--- config.mk ---
export PLATFORM = sky130hd
export DESIGN_NAME = bin_tape_loader
export DESIGN_NICKNAME = d
export VERILOG_FILES = /design/src/rtl/pdp8_tape_pkg.sv /design/src/rtl/bin_frame_decode.sv /design/src/rtl/bin_tape_loader.sv
export SDC_FILE = /design/constraint.sdc
export NUM_CORES = 1
export LEC_CHECK = 0
export CORE_UTILIZATION = 44
export CTS_BUF_LIST = sky130_fd_sc_hd__clkbuf_8
export CTS_CLUSTER_SIZE = 24
export DETAILED_ROUTE_END_ITERATION = 10
export SYNTH_ARGS = -nofsm -noshare
export SYNTH_HDL_FRONTEND = slang
export SYNTH_SLANG_ARGS = --single-unit
--- constraint.sdc ---
create_clock -name clk -period 2.5 [get_ports clk]
set_input_delay 0.5 -clock clk [delete_from_list [all_inputs] [get_ports clk]]
set_output_delay 0.5 -clock clk [all_outputs]
set_load 0.02 [all_outputs]
--- src/rtl/pdp8_tape_pkg.sv ---
// rtl/pdp8_tape_pkg.sv - shared frame constants and encodings for the BIN tape loader
package pdp8_tape_pkg;

    localparam logic [7:0] LEADER     = 8'h80;
    localparam logic [7:0] RUBOUT     = 8'hFF;
    localparam logic [7:0] FIELD_MASK = 8'hC7;
    localparam logic [7:0] FIELD_CODE = 8'hC0;

    typedef enum logic [2:0] {
        SEEK,
        LEAD,
        HI,
        LO,
        CHECK,
        FIN
    } state_t;

    typedef enum logic [2:0] {
        CLS_RUBOUT,
        CLS_LEADER,
        CLS_FIELD,
        CLS_ORIGIN,
        CLS_DATA
    } frame_cls_t;

endpackage

--- src/rtl/bin_frame_decode.sv ---
// rtl/bin_frame_decode.sv - combinational classifier of one BIN tape frame
module bin_frame_decode
    import pdp8_tape_pkg::*;
#(
    parameter logic [7:0] LEADER_CODE = LEADER
) (
    input  logic [7:0] frame,
    output frame_cls_t cls,
    output logic [5:0] payload,
    output logic       low_ok
);

    always_comb begin
        cls = CLS_DATA;
        if (frame == RUBOUT)
            cls = CLS_RUBOUT;
        else if (frame == LEADER_CODE)
            cls = CLS_LEADER;
        else if ((frame & FIELD_MASK) == FIELD_CODE)
            cls = CLS_FIELD;
        else if (frame[6])
            cls = CLS_ORIGIN;
    end

    assign payload = frame[5:0];
    assign low_ok  = (frame[7:6] == 2'b00);

endmodule

--- src/rtl/bin_tape_loader.sv ---
// rtl/bin_tape_loader.sv - PDP-8 BIN paper-tape loader writing 12-bit words into RAM
// Optional field-setting frames enabled by defining BIN_FIELD_EN.
module bin_tape_loader #(
    parameter int         ADDR_W = 12,
    parameter logic [7:0] LEADER = 8'h80
) (
    input  logic              clk,
    input  logic              reset,
    input  logic [0:7]        byte_in,
    input  logic              byte_valid,
    output logic              byte_ready,
    output logic [0:ADDR_W-1] wr_addr,
    output logic [0:11]       wr_data,
    output logic              wr_en,
`ifdef BIN_FIELD_EN
    output logic [0:2]        wr_field,
`endif
    output logic              busy,
    output logic              done,
    output logic              err
);
    import pdp8_tape_pkg::*;

    logic [7:0]        b;
    frame_cls_t        cls;
    logic [5:0]        payload;
    logic              low_ok;
    state_t            state_q, state_d;
    logic              accept, take_hi, word_done, set_err;
    logic [7:0]        hi_q;
    logic              hi_org;
    logic              pend_vld, pend_org;
    logic [11:0]       pend_word;
    logic [8:0]        pend_sum;
    logic [11:0]       cksum;
    logic [ADDR_W-1:0] addr;
`ifdef BIN_FIELD_EN
    logic              field_set;
`endif

    assign b          = byte_in;
    assign accept     = byte_valid & byte_ready;
    assign done       = (state_q == FIN);
    assign byte_ready = !done;
    assign busy       = (state_q == LEAD) || (state_q == HI) || (state_q == LO);

    bin_frame_decode #(.LEADER_CODE(LEADER)) u_decode (
        .frame   (b),
        .cls     (cls),
        .payload (payload),
        .low_ok  (low_ok)
    );

    always_ff @(posedge clk or negedge reset) begin
        if (!reset)
            state_q <= SEEK;
        else
            state_q <= state_d;
    end

    always_comb begin
        state_d   = state_q;
        take_hi   = 1'b0;
        word_done = 1'b0;
        set_err   = 1'b0;
`ifdef BIN_FIELD_EN
        field_set = 1'b0;
`endif
        if (accept && cls != CLS_RUBOUT) begin
            case (state_q)
                SEEK: if (cls == CLS_LEADER) state_d = LEAD;
                LEAD, HI: begin
                    case (cls)
                        CLS_LEADER: if (state_q == HI) state_d = CHECK;
                        CLS_ORIGIN, CLS_DATA: begin
                            take_hi = 1'b1;
                            state_d = LO;
                        end
`ifdef BIN_FIELD_EN
                        CLS_FIELD: field_set = 1'b1;
`endif
                        default: ;
                    endcase
                end
                LO: begin
                    if (low_ok) begin
                        word_done = 1'b1;
                        state_d   = HI;
                    end else begin
                        set_err = 1'b1;
                        state_d = FIN;
                    end
                end
                default: ;
            endcase
        end
        // The word still pending at the trailer is the checksum itself.
        if (state_q == CHECK) begin
            state_d = FIN;
            if (!pend_vld || pend_org || pend_word != cksum)
                set_err = 1'b1;
        end
    end

    always_ff @(posedge clk or negedge reset) begin
        if (!reset) begin
            hi_q      <= 8'h00;
            hi_org    <= 1'b0;
            pend_vld  <= 1'b0;
            pend_org  <= 1'b0;
            pend_word <= 12'h000;
            pend_sum  <= 9'h000;
            cksum     <= 12'h000;
            addr      <= '0;
            wr_en     <= 1'b0;
            wr_addr   <= '0;
            wr_data   <= 12'h000;
            err       <= 1'b0;
`ifdef BIN_FIELD_EN
            wr_field  <= 3'b000;
`endif
        end else begin
            wr_en <= 1'b0;
            if (take_hi) begin
                hi_q   <= b;
                hi_org <= (cls == CLS_ORIGIN);
            end
            if (word_done) begin
                if (pend_vld) begin
                    cksum <= cksum + 12'(pend_sum);
                    if (pend_org) begin
                        addr <= ADDR_W'(pend_word);
                    end else begin
                        wr_en   <= 1'b1;
                        wr_addr <= addr;
                        wr_data <= pend_word;
                        addr    <= addr + ADDR_W'(1);
                    end
                end
                pend_vld  <= 1'b1;
                pend_org  <= hi_org;
                pend_word <= {hi_q[5:0], payload};
                pend_sum  <= 9'(hi_q) + 9'(b);
            end
            if (set_err)
                err <= 1'b1;
`ifdef BIN_FIELD_EN
            if (field_set)
                wr_field <= b[5:3];
`endif
        end
    end

endmodule

==> results.toml, run 1 <==
[die]
rows = 36
io_pins = 40
dieHeight_um = 103
start_util_pct = 45.5
die_w_um = 103
core_area_um2 = 9820
die_area_um2 = 10600

[final_layout]
nets = 513
antenna_cells = 0
area_growth_pct = 21.6
fin_cells = 620
drive_above_1_share_pct = 14.2
num-fill-cells = 929

[placed_design]
gp_congestion = 0.826
portBuffers = 39
post-dp-hpwl_mm = 7.66
place_inst = 604

[timing]
fin_crit_sh_pct = 94.2
slew_violations = 0
worstMarginPinSlew_ps = 559
rsz0062_at_grt = "no"
fin_crit_ps = 2350
hold_violations = 0
final-setup-viol-count = 0
fin_worst_skew_ps = 8.55
maxSlewHeadroom_pct = 62.7
timing.fmax_ghz = 0.425

[synth]
syn_nets = 443
netlist_instances = 412
yosysUniqueCellTypes = 58
synth.cell_area_um2 = 4470
avgSynthCellArea_um2 = 10.8
ys.flop_type = "dfrtp_1"
synth_most_common_cell = "dfrtp_1"
synth_top_area_share_pct = 47.6
ys_warn_count = 0
synthArstFlopShare_pct = 100
synth_seq_area_share_pct = 47.6
yosys-top-cells-area = "dfrtp_1 (48%), mux2_1 (9.6%), ha_1 (5.0%), o21ai_1 (3.4%), xor2_1 (3.3%)"
ys_top_cells_by_count = "dfrtp_1 (85), nand2_1 (39), mux2_1 (38)"
synth_edf_count = 0
yosysTopAreaCell = "dfrtp_1"
ys_seq_elements = 85

[power_and_ir_drop]
power_frac_seq_pct = 55.7
total_power_w = 0.00249
power.switching_w = 0.000653
vdd_drop_max_v = 0.000266
power_frac_comb_pct = 7.2
p_per_area_nw_per_um2 = 459
switching_share_pct = 26.2
p_clk_share_pct = 37.1
p_int_w = 0.00184
p_leak_nw = 2.59

[worst_setup_path]
crit_type = "in -> reg"
startpoint_type = "primary input"
crit_path_end_kind = "register"
critPathRequiredTime_ps = 2760
critPathMaxFanout = 17
cp_data_arrival_time_ps = 2610

[clock_network]
clk_pin_slew_ps = 90
cts_inserted_buffers = 9
cts_root_buf = "clkbuf_8"
cts_resized = 0
h-tree-depth = 3
postCtsHoldBufs = 0
cts.sink_count = 85
cts_setup_buffers = 0
clk_path_buf_depth = 2
cts_tree = "yes"
clk_latency_ps = 370

[drt]
wl_mm = 10.2
postRouteAntennaNets = 0
dr.pass1.iters = 4
vias = 3291
drcViolationCount = 0
wire_per_inst_um = 16.4
viasPerCell = 5.31
drt_iter0_drc = 115

[grt]
grt_antenna_before_repair = 0
grt_use_total_pct = 21.4
grt_pass1_wl_mm = 16.7
grt_max_degree = 40
overflow = 0
grt_pass1_vias = 3277

[run_status]
outcome = "complete, no violations"

[job]
maxCapViolations = 0

[min_path]
hold_path.class = "in -> async"
path summary, 6_finish.rpt:
| kind | from | slack, ps | depth (start not counted) | to |
|---|---|---|---|---|
| max | byte_in[1] | 150 | 7 | pend_word[4] |
| min | reset | 110 | 1 | wr_data[10] |
| max reg2reg | cksum[0] | 240 | 9 | cksum[10] |
| min reg2reg | err | 490 | 2 | err |
| max in group asynchronous | reset | 1780 | 2 | wr_data[9] |
| min in group clk | err | 490 | 2 | err |
worst max-delay path, cell delays in order:
cell and delay (ps):
clkdlybuf4s50_1 550, nor4_2 440, o21a_1 200, o211ai_1 90
a211o_1 350, buf_12 170, mux2_1 320
layout make-up:
type	instances	area [µm²]	share of cell area (%)
clock buffer	9	124	2.28
clock inverter	7	57.6	1.06
inverter	14	52.6	0.967
multi-input combinational	299	2210	40.7
sequential	85	2130	39.2
tap	133	166	3.06
timing repair buffer	73	693	12.8
layout by cell type (no fill, tap or decap), types with 4 or more instances in the layout:
cell type and instances:
buf_4 31, buf_12 4, xnor2_1 10, clkbuf_8 9, o31ai_1 4, mux2_4 8
nand2_1 39, dfrtp_1 85, nand4_1 4, clkdlybuf4s50_1 38, and3_1 5, o21ai_0 9
a21oi_1 20, o21ai_1 30, ha_1 18, nor3_1 7, o211ai_1 4, nand3_1 9
inv_1 13, mux2_1 38, xor2_1 17, nor2b_1 5, nor2_1 20
per-layer routing:
layer  share of wire [%]  track usage, %  vias up
met1                  47            28.3     1587
met5                   0               0        -
met4                 2.1            9.21        0
li1                    -               -     1619
met3                 2.6            3.12       16
met2                  48            35.3       69
cells by family (layout without fill, tap and decap cells):
kind of cell	Yosys count	in the layout	share of synthesized area (%)
XOR/XNOR	27	27	5.29
buffers and inverters	28	103	2.91
adder cells (fa/ha/maj)	20	20	5.94
AO/OA/AOI/OAI	95	95	12.9
flip-flops	85	85	47.6
AND/OR/NAND/NOR	109	109	12.7
multiplexers	48	48	12.7
sequential cells by signal (all words and copies together) (netlist names):
name and count:
wr_data 12, pend_org 1, wr_addr 12, cksum 12
state_q 3, wr_en 1, pend_word 12, addr 12
hi_q 8, pend_vld 1, hi_org 1, pend_sum 9
err 1
power groups by stage:
stage / Clock (W) / Combinational (W) / Sequential, W
final: 0.000924 / 0.000180 / 0.00139
after global routing: 0.00101 / 0.000203 / 0.00139
after CTS: 0.000953 / 0.000184 / 0.00139
after detailed placement: 0 / 0.000182 / 0.00142
after global placement: 0 / 0.000181 / 0.00142
after floorplan: 0 / 0.0000773 / 0.00141
stage by stage:
step                      hold slack [ps]  utilization, %  setup WS [ps]  cell area [µm²]  setup TNS [ps]
after global routing                  127            55.3           11.9             5430               0
final                                 105            55.3            145             5430               0
after detailed placement              464            53.5           -250             5250           -9590
after global placement                466            53.5           -184             5250           -8120
after CTS                             104            55.3            144             5430               0
after floorplan                       204               -            459             4470               0
Power figures use the tool's default switching activity.
==> inputs of run 2 (changes only) <==
--- a/config.mk
+++ b/config.mk
@@ -5,7 +5,8 @@
 export SDC_FILE = /design/constraint.sdc
 export NUM_CORES = 1
 export LEC_CHECK = 0
-export CORE_UTILIZATION = 44
+export CORE_MARGIN = 3
+export CORE_UTILIZATION = 45
 export CTS_BUF_LIST = sky130_fd_sc_hd__clkbuf_8
 export CTS_CLUSTER_SIZE = 24
 export DETAILED_ROUTE_END_ITERATION = 10
==> run 2 against run 1 <==
Net effect:
- clock power is 2% higher
- non-clock buffer count is 4 higher
- combinational power hardly changed
- hold slack better by 9.0 ps
- largest power group unchanged
- register-to-register slack better by 90 ps
- sequential power hardly changed
- die area is 5.7% higher
- flip-flop and latch count stayed put
==> results.toml, run 2 (same netlist as run 1, synthesis figures left out) <==
[run_status]
outcome = "complete, no violations"

[min_path]
hold_path.class = "in -> async"

[power_and_ir_drop]
p_leak_nw = 2.60
vdd_drop_max_v = 0.000239
p_per_area_nw_per_um2 = 460

[clock_network]
cts_inserted_buffers = 9
cts_tree = "yes"
clk_pin_slew_ps = 100
postCtsHoldBufs = 0
cts.sink_count = 85
cts_setup_buffers = 0
cts_resized = 0
clk_path_buf_depth = 2
h-tree-depth = 3
cts_root_buf = "clkbuf_8"
clk_latency_ps = 360

[die]
die_area_um2 = 11200
dieHeight_um = 106
start_util_pct = 47.2
die_w_um = 106
rows = 35
core_area_um2 = 9460
io_pins = 40

[worst_setup_path]
critPathRequiredTime_ps = 2740
crit_type = "in -> reg"
crit_path_end_kind = "register"
crit_chain = "clkdlybuf4s50_1, nor4_2, o21a_1, o211ai_1, a211o_1, buf_12, mux2_1"
cp_data_arrival_time_ps = 2560
critPathMaxFanout = 23
startpoint_type = "primary input"
slowest_delay_ps = 510
slowest_stage = "clkdlybuf4s50_1"

[timing]
hold_violations = 0
fin_worst_skew_ps = 13.3
worstMarginPinSlew_ps = 543
maxSlewHeadroom_pct = 63.8
fin_crit_ps = 2310
rsz0062_at_grt = "no"
fin_crit_sh_pct = 92.6
holdWs_ps = 114
final-setup-viol-count = 0
slew_violations = 0
timing.fmax_ghz = 0.432

[grt]
grt_pass1_vias = 3251
grt_antenna_before_repair = 0
grt_max_degree = 43
grt_pass1_wl_mm = 16.5
grt_use_total_pct = 18.7
overflow = 0

[job]
maxCapViolations = 0

[final_layout]
antenna_cells = 0
num-fill-cells = 805
area_growth_pct = 22.1
nets = 517
final_cell_mix = "dfrtp_1 (84), nand2_1 (39), mux2_1 (38), clkdlybuf4s50_1 (38), buf_4 (36)"
mostFrequentLayoutCell = "dfrtp_1"
drive_above_1_share_pct = 15.3
fin_util_pct = 57.7

[drt]
drcViolationCount = 0
drt_iter0_drc = 128
viasPerCell = 5.32
wl_mm = 9.78
wire_per_inst_um = 15.8
postRouteAntennaNets = 0
dr.pass1.iters = 4
vias = 3296

[placed_design]
post-dp-hpwl_mm = 7.57
portBuffers = 39
gp_congestion = 0.835
[run 2: cell count changes in the layout (fill, tap and decap cells not counted)]
cell	before	now
buf_4	31	36
a21oi_1	20	19
a21oi_2	0	1
buf_12	4	3
clkinv_2	1	0
clkinv_4	1	0
dfrtp_1	85	84
dfrtp_2	0	1
inv_6	2	3
inv_8	1	2
[run 2: final timing paths]
path	slack (ps)	to	start	depth (start not counted)
setup / recovery	190	pend_word[11]	byte_in[1]	7
hold / removal	110	wr_addr[6]	reset	1
setup reg to reg	330	cksum[10]	cksum[0]	9
hold reg to reg	490	wr_addr[3]	wr_addr[3]	1
max in group asynchronous	1750	state_q[1]	reset	2
min in group clk	490	wr_addr[3]	wr_addr[3]	1
[run 2: final cells by class]
| type | instances | area, µm² | share of cell area [%] |
|---|---|---|---|
| Sequential cell | 85 | 2130 | 39.0 |
| Timing Repair Buffer | 77 | 711 | 13.0 |
| Inverter | 14 | 52.6 | 0.963 |
| Tap cell | 129 | 161 | 2.96 |
| Clock buffer | 9 | 124 | 2.27 |
| Clock inverter | 7 | 63.8 | 1.17 |
| Multi-Input combinational cell | 299 | 2220 | 40.6 |
[run 2: routing by layer]
metal / global-route usage [%] / wire (µm)
met2: 29.1 / 4420
met1: 26.8 / 4790
met4: 5.92 / 169
met5: 0 / 0
met3: 3.12 / 413
[run 2: worst max-delay path: cells and delay by family]
family                 cells  cell delay (ps)
buffers and inverters      2              680
AO/OA/AOI/OAI              3              630
AND/OR/NAND/NOR            1              410
multiplexers               1              320
[run 2: power by group]
group	switching, W	total (W)	leakage [nW]	internal [W]
Sequential	0.00000700	0.00139	1.15	0.00138
Clock	0.000558	0.000944	0.0907	0.000386
Combinational	0.0000954	0.000179	1.37	0.0000832
[run 2: stage by stage]
stage	total power, W	TNS (ps)	instances	cell area [µm²]	setup WS (ps)
finish	0.00251	0	620	5460	185
global route	0.00262	0	620	5460	62.3
CTS	0.00254	0	620	5450	112
detailed placement	0.00160	-4870	604	5260	-229
global placement	0.00159	-4240	604	5260	-164
floorplan	0.00149	0	412	4470	459
